<file path="src/rtl/chase_rate_ctrl.sv">
// chase_rate_ctrl
// Front-end control stage for the 16-LED chasing display. Debounces the
// pause / faster / slower pushbuttons, keeps the run/pause state and the
// 3-bit speed level, and generates the step qualifier for the LED shifter.
//
// Debouncer FSM (one instance per button):
//   state        | meaning
//   IDLE         | button released and stable
//   WAIT_PRESS   | synchronized level high, counting stable samples
//   PRESSED      | press accepted; one-cycle button event
//   HELD         | button held, no further events
//   WAIT_RELEASE | synchronized level low, counting stable samples
//
// Ports:
//   clk        in   clock, rising edge
//   reset      in   asynchronous, active-high reset
//   btn_pause  in   raw pause button (active-high, asynchronous)
//   btn_faster in   raw speed-up button (active-high, asynchronous)
//   btn_slower in   raw slow-down button (active-high, asynchronous)
//   stop       out  0 = shifter advances this cycle
//   running    out  1 = chase running, 0 = paused
//   speed      out  speed level, 0 = slowest, 7 = fastest
module chase_rate_ctrl #(
    parameter int DB_CYCLES = 20000,
    parameter int BASE_DIV  = 390625
) (
    input  logic       clk,
    input  logic       reset,
    input  logic       btn_pause,
    input  logic       btn_faster,
    input  logic       btn_slower,
    output logic       stop,
    output logic       running,
    output logic [2:0] speed
);

    localparam int DW = $clog2(DB_CYCLES);
    localparam int PW = $clog2(BASE_DIV * 128);
    localparam logic [DW-1:0] DB_LAST = DW'(DB_CYCLES - 1);

    typedef enum logic [2:0] {
        IDLE,
        WAIT_PRESS,
        PRESSED,
        HELD,
        WAIT_RELEASE
    } db_state_t;

    // bit 0 = pause, bit 1 = faster, bit 2 = slower
    logic [2:0] btn_raw;
    logic [2:0] sync1;
    logic [2:0] sync2;
    logic [2:0] ev;

    assign btn_raw = {btn_slower, btn_faster, btn_pause};

    always_ff @(posedge clk or posedge reset) begin
        if (reset) begin
            sync1 <= '0;
            sync2 <= '0;
        end else begin
            sync1 <= btn_raw;
            sync2 <= sync1;
        end
    end

    for (genvar i = 0; i < 3; i++) begin : g_db
        db_state_t     state;
        logic [DW-1:0] dcnt;

        always_ff @(posedge clk or posedge reset) begin
            if (reset) begin
                state <= IDLE;
                dcnt  <= '0;
            end else begin
                case (state)
                    IDLE: begin
                        if (sync2[i]) begin
                            state <= WAIT_PRESS;
                            dcnt  <= '0;
                        end
                    end
                    WAIT_PRESS: begin
                        if (!sync2[i])
                            state <= IDLE;
                        else if (dcnt == DB_LAST)
                            state <= PRESSED;
                        else
                            dcnt <= dcnt + DW'(1);
                    end
                    PRESSED: state <= HELD;
                    HELD: begin
                        if (!sync2[i]) begin
                            state <= WAIT_RELEASE;
                            dcnt  <= '0;
                        end
                    end
                    WAIT_RELEASE: begin
                        if (sync2[i])
                            state <= HELD;
                        else if (dcnt == DB_LAST)
                            state <= IDLE;
                        else
                            dcnt <= dcnt + DW'(1);
                    end
                    default: state <= IDLE;
                endcase
            end
        end

        assign ev[i] = (state == PRESSED);
    end

    logic          speed_up;
    logic          speed_dn;
    logic          pcnt_clr;
    logic [PW-1:0] pcnt;
    logic [PW-1:0] period_m1;

    // Opposing speed events cancel; a saturated press changes nothing and
    // therefore must not restart the step period.
    assign speed_up = ev[1] & ~ev[2] & (speed != 3'd7);
    assign speed_dn = ev[2] & ~ev[1] & (speed != 3'd0);
    assign pcnt_clr = ev[0] | speed_up | speed_dn;

    // When BASE_DIV is a power of two the speed-0 period is exactly 2**PW and
    // wraps to zero here; the subtraction brings it back to the all-ones value.
    assign period_m1 = (PW'(BASE_DIV) << (3'd7 - speed)) - PW'(1);

    always_ff @(posedge clk or posedge reset) begin
        if (reset) begin
            running <= 1'b0;
            speed   <= 3'd3;
            pcnt    <= '0;
        end else begin
            if (ev[0])
                running <= ~running;

            if (speed_up)
                speed <= speed + 3'd1;
            else if (speed_dn)
                speed <= speed - 3'd1;

            if (pcnt_clr)
                pcnt <= '0;
            else if (running)
                pcnt <= (pcnt == period_m1) ? '0 : pcnt + PW'(1);
        end
    end

    // Decoded from current state only, so an event landing on a step cycle
    // does not suppress that step.
    assign stop = ~(running & (pcnt == period_m1));

endmodule

</file>
<file path="config.mk">
export PLATFORM = sky130hd
export DESIGN_NAME = chase_rate_ctrl
export DESIGN_NICKNAME = d
export VERILOG_FILES = /design/src/rtl/chase_rate_ctrl.sv
export SDC_FILE = /design/constraint.sdc
export NUM_CORES = 1
export LEC_CHECK = 0
export CORE_AREA = 8 8 146 148
export CTS_CLUSTER_DIAMETER = 100
export DETAILED_ROUTE_END_ITERATION = 6
export DIE_AREA = 0 0 154 156
export PLACE_DENSITY_LB_ADDON = 0.12
export RECOVER_POWER = 25
export SETUP_SLACK_MARGIN = 0.15
export SLEW_MARGIN = 15
export SYNTH_ARGS = -nofsm -noshare
export SYNTH_HDL_FRONTEND = slang
export SYNTH_SLANG_ARGS = --single-unit
</file>
<file path="constraint.sdc">
create_clock -name clk -period 9 [get_ports clk]
set_clock_uncertainty 0.1 [all_clocks]
set_input_delay 1.35 -clock clk [delete_from_list [all_inputs] [get_ports clk]]
set_output_delay 1.35 -clock clk [all_outputs]
set_load 0.02 [all_outputs]
</file>
==> metrics.log, run 1 <==
[metrics] RSZ-0062 raised after global routing: false
[metrics] Skew-Pair Late Insertion Delay: around 0.35 ns
[metrics] Worst Hold Slack: ~0.25 ns
[metrics] Post-Route Setup TNS: 0 ns
[metrics] final net count: 670
[metrics] part of the power in combinational logic: about 6.3%
[metrics] layout cells sized above 1: 5.58%
[metrics] Core Rows: between 50 and 60
[metrics] share of the clock period used by the worst path after layout: between 60 and 70%
[metrics] Distinct cells, synth: 64
[metrics] Final Max Slew Viols: 0
[metrics] hold buffer count at cts: 0
[metrics] slew margin rel.: about a fifth
[metrics] detailed-route wire length per cell: 15.7 um
[metrics] number of antenna cells inserted: 0
[metrics] outcome: finished, final reports clean
[metrics] count of instances resized after the clock tree is built: 0
[metrics] Power Internal: 623 uW
[metrics] end-of-flow core utilization: 31.9%
[metrics] detailed-placement wirelength estimate: around 9.7 mm
[metrics] die width: about 150 um
[metrics] pin count of the biggest net entering global routing: 66
[metrics] category of the worst setup path launch point: flip-flop
[metrics] FMAX: about 160 MHz
[metrics] number of setup violations in the final report: 0
[metrics] post-CTS repair timing setup buffer count: 0
[metrics] drt pass-1 iters: 5
[metrics] minimum setup slack after placement: around 3.3 ns
[metrics] max capacitance violation total: 0
[metrics] Clk Tree Root Cell: clkbuf_16
[metrics] total power density per cell area: approximately 140 nW/um^2
[metrics] switching portion of total power: approximately a quarter
[metrics] clk slew on worst S/H paths: 0.07 ns
[metrics] TritonCTS clock tree: yes
[metrics] netlist area before placement: roughly 5600 sq um
[metrics] most common library cell in the layout ignoring fill and taps: dfrtp_1
[metrics] post-synthesis area per instance: about 8.3 sq um
[metrics] most frequent cells in the layout: dfrtp_1 (88), nor2_1 (73), nand2_1 (61)
[metrics] number of global-route vias before repair: between 4000 and 5000
[metrics] maximum vdd drop: around 0.000085 V
[metrics] via density per instance: ~5.4
[metrics] flip-flop and latch count after synthesis: 90
[metrics] EDFF count, synth: 0
[metrics] classification of the worst setup path: reg -> out
[metrics] Final Wtd Congestion: about 0.88
[metrics] Chip Height: between 150 and 200 um
[metrics] Final Critical Period: 6.12 ns
[metrics] worst-case clock buffer depth: 2
[metrics] share of power burned in the clock network: a little over two fifths
[metrics] kind of path behind the tightest hold check: reg -> reg
[metrics] Yosys Warn Count: 0
[metrics] sequential cell area fraction in the yosys report: 40.5%
[metrics] IO Pins: 10
[metrics] FFs w/ async S/R, synth: 100%
[metrics] DRT iter0 DRCs: roughly 340
[metrics] initial antenna violation count: 0
[metrics] DRC: 0
[metrics] Final ANT Viol Nets: 0
[metrics] Starting Density: a little under 30%
[metrics] GRT Residual Overflow: 0
[metrics] P&R area growth vs syn: 9.29%
[metrics] data required time of the worst path: between 7 and 8 ns
[metrics] cell leakage power: around 0.0024 uW
[metrics] buffers added on ports: 9
[metrics] post-synthesis cell count: slightly below 700
[metrics] global router's overall resource usage: around 12%
[metrics] first-pass GRT wire length: 23.9 mm
[metrics] slew at the pin closest to its max-slew limit: roughly 1.2 ns
[metrics] syn_nets: approximately 700
[metrics] count of endpoints failing hold in the final timing report: 0
[metrics] number of vias after detailed routing: 4840
[metrics] capturing element type of the critical path: output pin
[metrics] total detailed-routing wirelength: around 14 mm
[metrics] area of the core region: between 15000 and 20000 sq um
[metrics] arrival time of data at the critical path endpoint: 4.67 ns
[metrics] top flip-flop cell by instance count after synthesis: dfrtp_1
[metrics] H-tree depth: 3
[metrics] die area: roughly 24000 sq um
[metrics] share of power burned in registers: about 52%
[metrics] # clock sinks: 90
[metrics] total clock buffers created by CTS: 9
[metrics] reported net switching power: approximately 220 uW
[metrics] largest driver fanout on the critical path: 31
[metrics] minimum setup slack in the final design: between 2 and 3 ns
[metal layers]
layer	track usage (%)	up-vias	wire [um]	share of wire, %
met1	16.4	2386	7090	50
met5	0	-	0	0
met4	4.71	0	225	1.6
li1	-	2383	-	-
met3	1.75	14	297	2.1
met2	19.5	57	6530	46
[worst max-delay path: stages, from the launching register on]
cell,delay (ns)
dfrtp_1,0.91
inv_1,0.42
or4_1,0.64
a2111oi_2,0.37
o211ai_1,0.13
or4b_1,0.59
nand4b_1,0.36
or2_2,0.37
clkdlybuf4s50_1,0.54
[metrics by stage]
step | std cells | instance area (sq um) | power, uW
finish | 901 | 6080 | 839
CTS | 901 | 6080 | 858
floorplan | 674 | 5560 | 477
global route | 901 | 6080 | 882
detailed placement | 886 | 5820 | 495
global placement | 886 | 5820 | 493
[registers in the layout (all words and copies together), names as in the netlist]
| name | flops |
|---|---|
| running | 1 |
| g_db.dcnt | 45 |
| g_db.state | 9 |
| speed | 3 |
| sync2 | 3 |
| sync1 | 3 |
| pcnt | 26 |
[cell usage after synthesis (3+ instances only)]
library cell	instances	area (sq um)
a22o_1	4	35.0
a21boi_0	3	22.5
nand2_1	61	229
nor2b_1	11	68.8
nor4b_1	3	26.3
xnor2_1	15	131
o22ai_1	10	62.6
buf_2	6	30.0
or3_1	11	68.8
or4_1	4	30.0
nand3_1	36	180
nand4_1	14	87.6
inv_1	17	63.8
xor2_1	18	158
or2_2	4	25.0
nor2_1	73	274
and3_1	22	138
dfrtp_1	88	2200
o21ai_0	58	290
nand3b_1	5	37.5
o211ai_1	5	37.5
nor3b_1	7	52.6
a21oi_1	55	275
a211oi_1	3	22.5
ha_1	5	62.6
clkbuf_1	30	113
and2_1	6	37.5
a311oi_1	3	26.3
a31oi_1	7	43.8
o31ai_1	11	82.6
nand2b_1	17	106
nor3_1	15	75.1
[cells by family (layout without fill, tap and decap cells)]
kind of cell	Yosys count	count (layout)	share of synthesized area, %
compound gates	180	180	19.8
xor+xnor	33	33	5.20
fa+ha+maj	6	6	1.48
buf+inv	58	47	4.32
flops	90	90	40.5
mux	1	1	0.202
simple gates	306	306	28.5
[power groups by stage]
stage	sequential [uW]	combinational, uW	clock, uW
floorplan	435	42.3	0
detailed placement	440	55.5	0
global route	435	62.4	385
global placement	439	54.1	0
CTS	432	55.8	370
finish	432	53.0	354
[layout make-up]
type / instances / area, sq um
clock inverter: 6 / 41.3
tap: 238 / 298
sequential: 90 / 2250
multi-input combinational: 526 / 3070
inverter: 18 / 68.8
timing repair buffer: 14 / 124
fill: 2005 / 13000
clock buffer: 9 / 225
[path summary, 6_finish.rpt]
path                                from          endpoint  slack (ns)  depth (start not counted)
worst min register to register  sync1[2]          sync2[2]        0.25                          0
worst max register to register  speed[2]           pcnt[3]        4.69                          8
min in group asynchronous          reset  g_db[2].state[0]        1.60                          2
worst min-delay path            sync1[2]          sync2[2]        0.25                          0
max in group asynchronous          reset           pcnt[5]        5.81                          3
worst max-delay path            speed[2]              stop        2.88                          8
No activity file was read; power rests on OpenSTA's default activity.
==> run 2, diff against run 1 <==
==> constraint.sdc (replaced) <==
create_clock -name clk -period 5.45 [get_ports clk]
set_clock_uncertainty 0.1 [all_clocks]
set_input_delay 0.8175 -clock clk [delete_from_list [all_inputs] [get_ports clk]]
set_output_delay 0.8175 -clock clk [all_outputs]
set_load 0.02 [all_outputs]
==> run 2 against run 1 <==
  * The flow now finishes with violations (max-capacitance violations, max-slew violations)
  * Sequential share of layout area down 0.49 points
  * Setup slack worse by 2.2 ns
  * Die area unchanged
  * First-iteration DRC count up 19%
  * Core utilization up 0.55 points
  * Flip-flop and latch count unchanged
  * Routed wire length down 1.2%
  * Largest cell class unchanged
  * Largest power group unchanged
==> metrics.log, run 2 (synthesized netlist as in run 1, its figures left out) <==
[metrics] outcome: finished with violations
[metrics] violations in the final reports: max-capacitance violations, max-slew violations
[metrics] register with the most flip-flops: g_db.dcnt
[metrics] share of power burned in the clock network: between 40% and 50%
[metrics] cell leakage power: 0.00245 uW
[metrics] number of fill cells in the layout: just under 2000
[metrics] Setup crit end: stop
[metrics] start point of the critical path: speed[1]
[metrics] FMAX: 209 MHz
[metrics] die width: approximately 150 um
[metrics] IO Pins: 10
[metrics] Chip Height: 156 um
[metrics] Final Max Slew Viols: 67
[metrics] Register Area: roughly 2300 sq um
[metrics] cells traversed along the worst timing path: and3_1 > inv_1 > ha_1 > nand2b_1 > nor2_1 > a2111oi_2 > o211ai_1 > or4b_1 > nand4b_1 > or2_2 > dlymetal6s2s_1
[metrics] first-pass GRT wire length: 23.7 mm
[metrics] leading registers by flop count: g_db.dcnt x45, pcnt x26, g_db.state x9
[metrics] slowest cell on the critical path: dfstp_4
[metrics] critical register-to-register path startpoint: speed[1]
[metrics] number of antenna cells inserted: 0
[metrics] worst-case clock buffer depth: 2
[metrics] data required time of the worst path: ~4.5 ns
[metrics] capturing element type of the critical path: output pin
[metrics] Starting Density: between 20% and 30%
[metrics] Final Wtd Congestion: 0.868
[metrics] buffers added on ports: 9
[metrics] kind of cell with the highest combined delay on the critical path: simple AND/OR/NAND/NOR gates
[metrics] RSZ-0062 raised after global routing: false
[metrics] GRT Residual Overflow: 0
[metrics] Largest register FFs: 45
[metrics] Core Rows: 51
[metrics] drt pass-1 iters: 5
[metrics] share of power burned in registers: slightly below 50%
[metrics] part of the power in combinational logic: under 10%
[metrics] share of the clock period used by the worst path after layout: between 80% and 90%
[metrics] Final ANT Viol Nets: 0
[metrics] Power Internal: around 1100 uW
[metrics] area of the core region: ~19000 sq um
[metrics] switching portion of total power: between 20% and 30%
[metrics] largest driver fanout on the critical path: 19
[metrics] layout cells sized above 1: under 10%
[metrics] Final Critical Period: 4.78 ns
[metrics] clk slew on worst S/H paths: 0.06 ns
[metrics] DRT iter0 DRCs: 400
[metrics] category of the worst setup path launch point: flip-flop
[metrics] classification of the worst setup path: reg -> out
[metrics] number of global-route vias before repair: approximately 4600
[metrics] initial antenna violation count: 0
[metrics] global router's overall resource usage: ~12%
[metrics] max capacitance violation total: 1
[metrics] instance area at placement: slightly below 6000 sq um
[metrics] final net count: 676
[metrics] detailed-route wire length per cell: between 15 and 20 um
[metrics] end-of-flow core utilization: 32.4%
[metrics] footprint of the multi-input gates: between 3000 and 4000 sq um
[metrics] flop2flop setup slack: between 1.5 and 2 ns
[metrics] number of setup violations in the final report: 0
[metrics] P&R area growth vs syn: 11.2%
[metrics] total power density per cell area: between 200 and 250 nW/um^2
[metrics] H-tree depth: 3
[metrics] slew at the pin closest to its max-slew limit: around 3.0 ns
[metrics] number of vias after detailed routing: between 4000 and 5000
[metrics] total number of cells along the worst setup path: 11
[metrics] maximum vdd drop: 0.000160 V
[metrics] detailed-placement wirelength estimate: a little under 10 mm
[metrics] number of cells on the worst reg-to-reg path: 11
[metrics] total detailed-routing wirelength: 14.0 mm
[metrics] most common library cell in the layout ignoring fill and taps: dfrtp_1
[metrics] slew margin rel.: -98.6%
[metrics] Clk Tree Root Cell: clkbuf_16
[metrics] post-route cell area: approximately 6200 sq um
[metrics] number of placed instances, taps included: about 890
[metrics] Post-Route Setup TNS: 0 ns
[metrics] pin count of the biggest net entering global routing: between 60 and 70
[metrics] reported net switching power: between 300 and 400 uW
[metrics] Skew-Pair Late Insertion Delay: between 0.3 and 0.4 ns
[metrics] via density per instance: about 5.3
[metrics] # clock sinks: 90
[metrics] most frequent cells in the layout: dfrtp_1 (87), nor2_1 (73), nand2_1 (61)
[metrics] die area: 24000 sq um
[metrics] capturing point of the worst reg2reg path: pcnt[4]
[metrics] total power draw: between 1000 and 1500 uW
[metrics] kind of path behind the tightest hold check: reg -> reg
[metrics] DRC: 0
[metrics] Crit path largest cell delay: roughly 0.72 ns
[metrics] TritonCTS clock tree: yes
[metrics] arrival time of data at the critical path endpoint: 3.86 ns
[metrics] total clock buffers created by CTS: 9
[metrics] non-filler instance count after layout: a little over 900
[metrics] combined buffer and inverter count along the critical path: 2
[metrics] count of endpoints failing hold in the final timing report: 0
[run 2: cell type report]
type                            instances  area share, %
Clock inverter                          4          0.789
Multi-Input combinational cell        526           49.6
Timing Repair Buffer                   20           2.77
Inverter                               18           1.11
Clock buffer                           12           4.31
Tap cell                              238           4.81
Sequential cell                        90           36.6
[run 2: per-stage QoR]
step	hold slack, ns	setup WS (ns)
after global placement	0.242	0.669
final	0.252	0.669
after global routing	0.263	0.426
after detailed placement	0.243	0.600
after CTS	0.258	0.233
after floorplan	0.231	1.22
[run 2: per-layer routing]
layer  vias up  routed length [um]  track usage [%]
li1       2394                   -                -
met4         0                 111             3.41
met3        11                 526             3.10
met5         -                   0                0
met1      2313                6890             16.2
met2        87                6450             18.9
[run 2: how the worst min path moves through the flow]
stage	startpoint	endpoint	slack, ns	cells past startpoint
detailed placement	sync1[1]	sync2[1]	0.24	0
finish	sync1[1]	sync2[1]	0.25	0
global route	sync1[0]	sync2[0]	0.26	0
CTS	sync1[1]	sync2[1]	0.26	0
global placement	sync1[1]	sync2[1]	0.24	0
floorplan	sync1[0]	sync2[0]	0.23	0
[run 2: what timing repair did]
action / CTS / global route
hold buffers: 0 / 0
setup buffers: 0 / 1
setup endpoints to repair: 0 / 1
resized for setup: 0 / 4
[run 2: worst reg2reg max path, cell delays in order (launching register included)]
cell	delay [ns]
dfstp_4	0.72
and3_1	0.24
inv_1	0.08
ha_1	0.32
nand2b_1	0.16
nor2_1	0.06
a2111oi_2	0.34
o211ai_1	0.11
or4b_1	0.60
or2_1	0.45
o21bai_4	0.44
nor2_1	0.12
[run 2: power by group through the flow]
stage          combinational, uW  sequential [uW]  clock [uW]
3_3_place_gp                89.4              726           0
4_1_cts                     91.9              713         693
2_1_floorplan               69.9              718           0
3_5_place_dp                91.7              725           0
5_1_grt                      103              718         717
6_report                    87.6              713         662
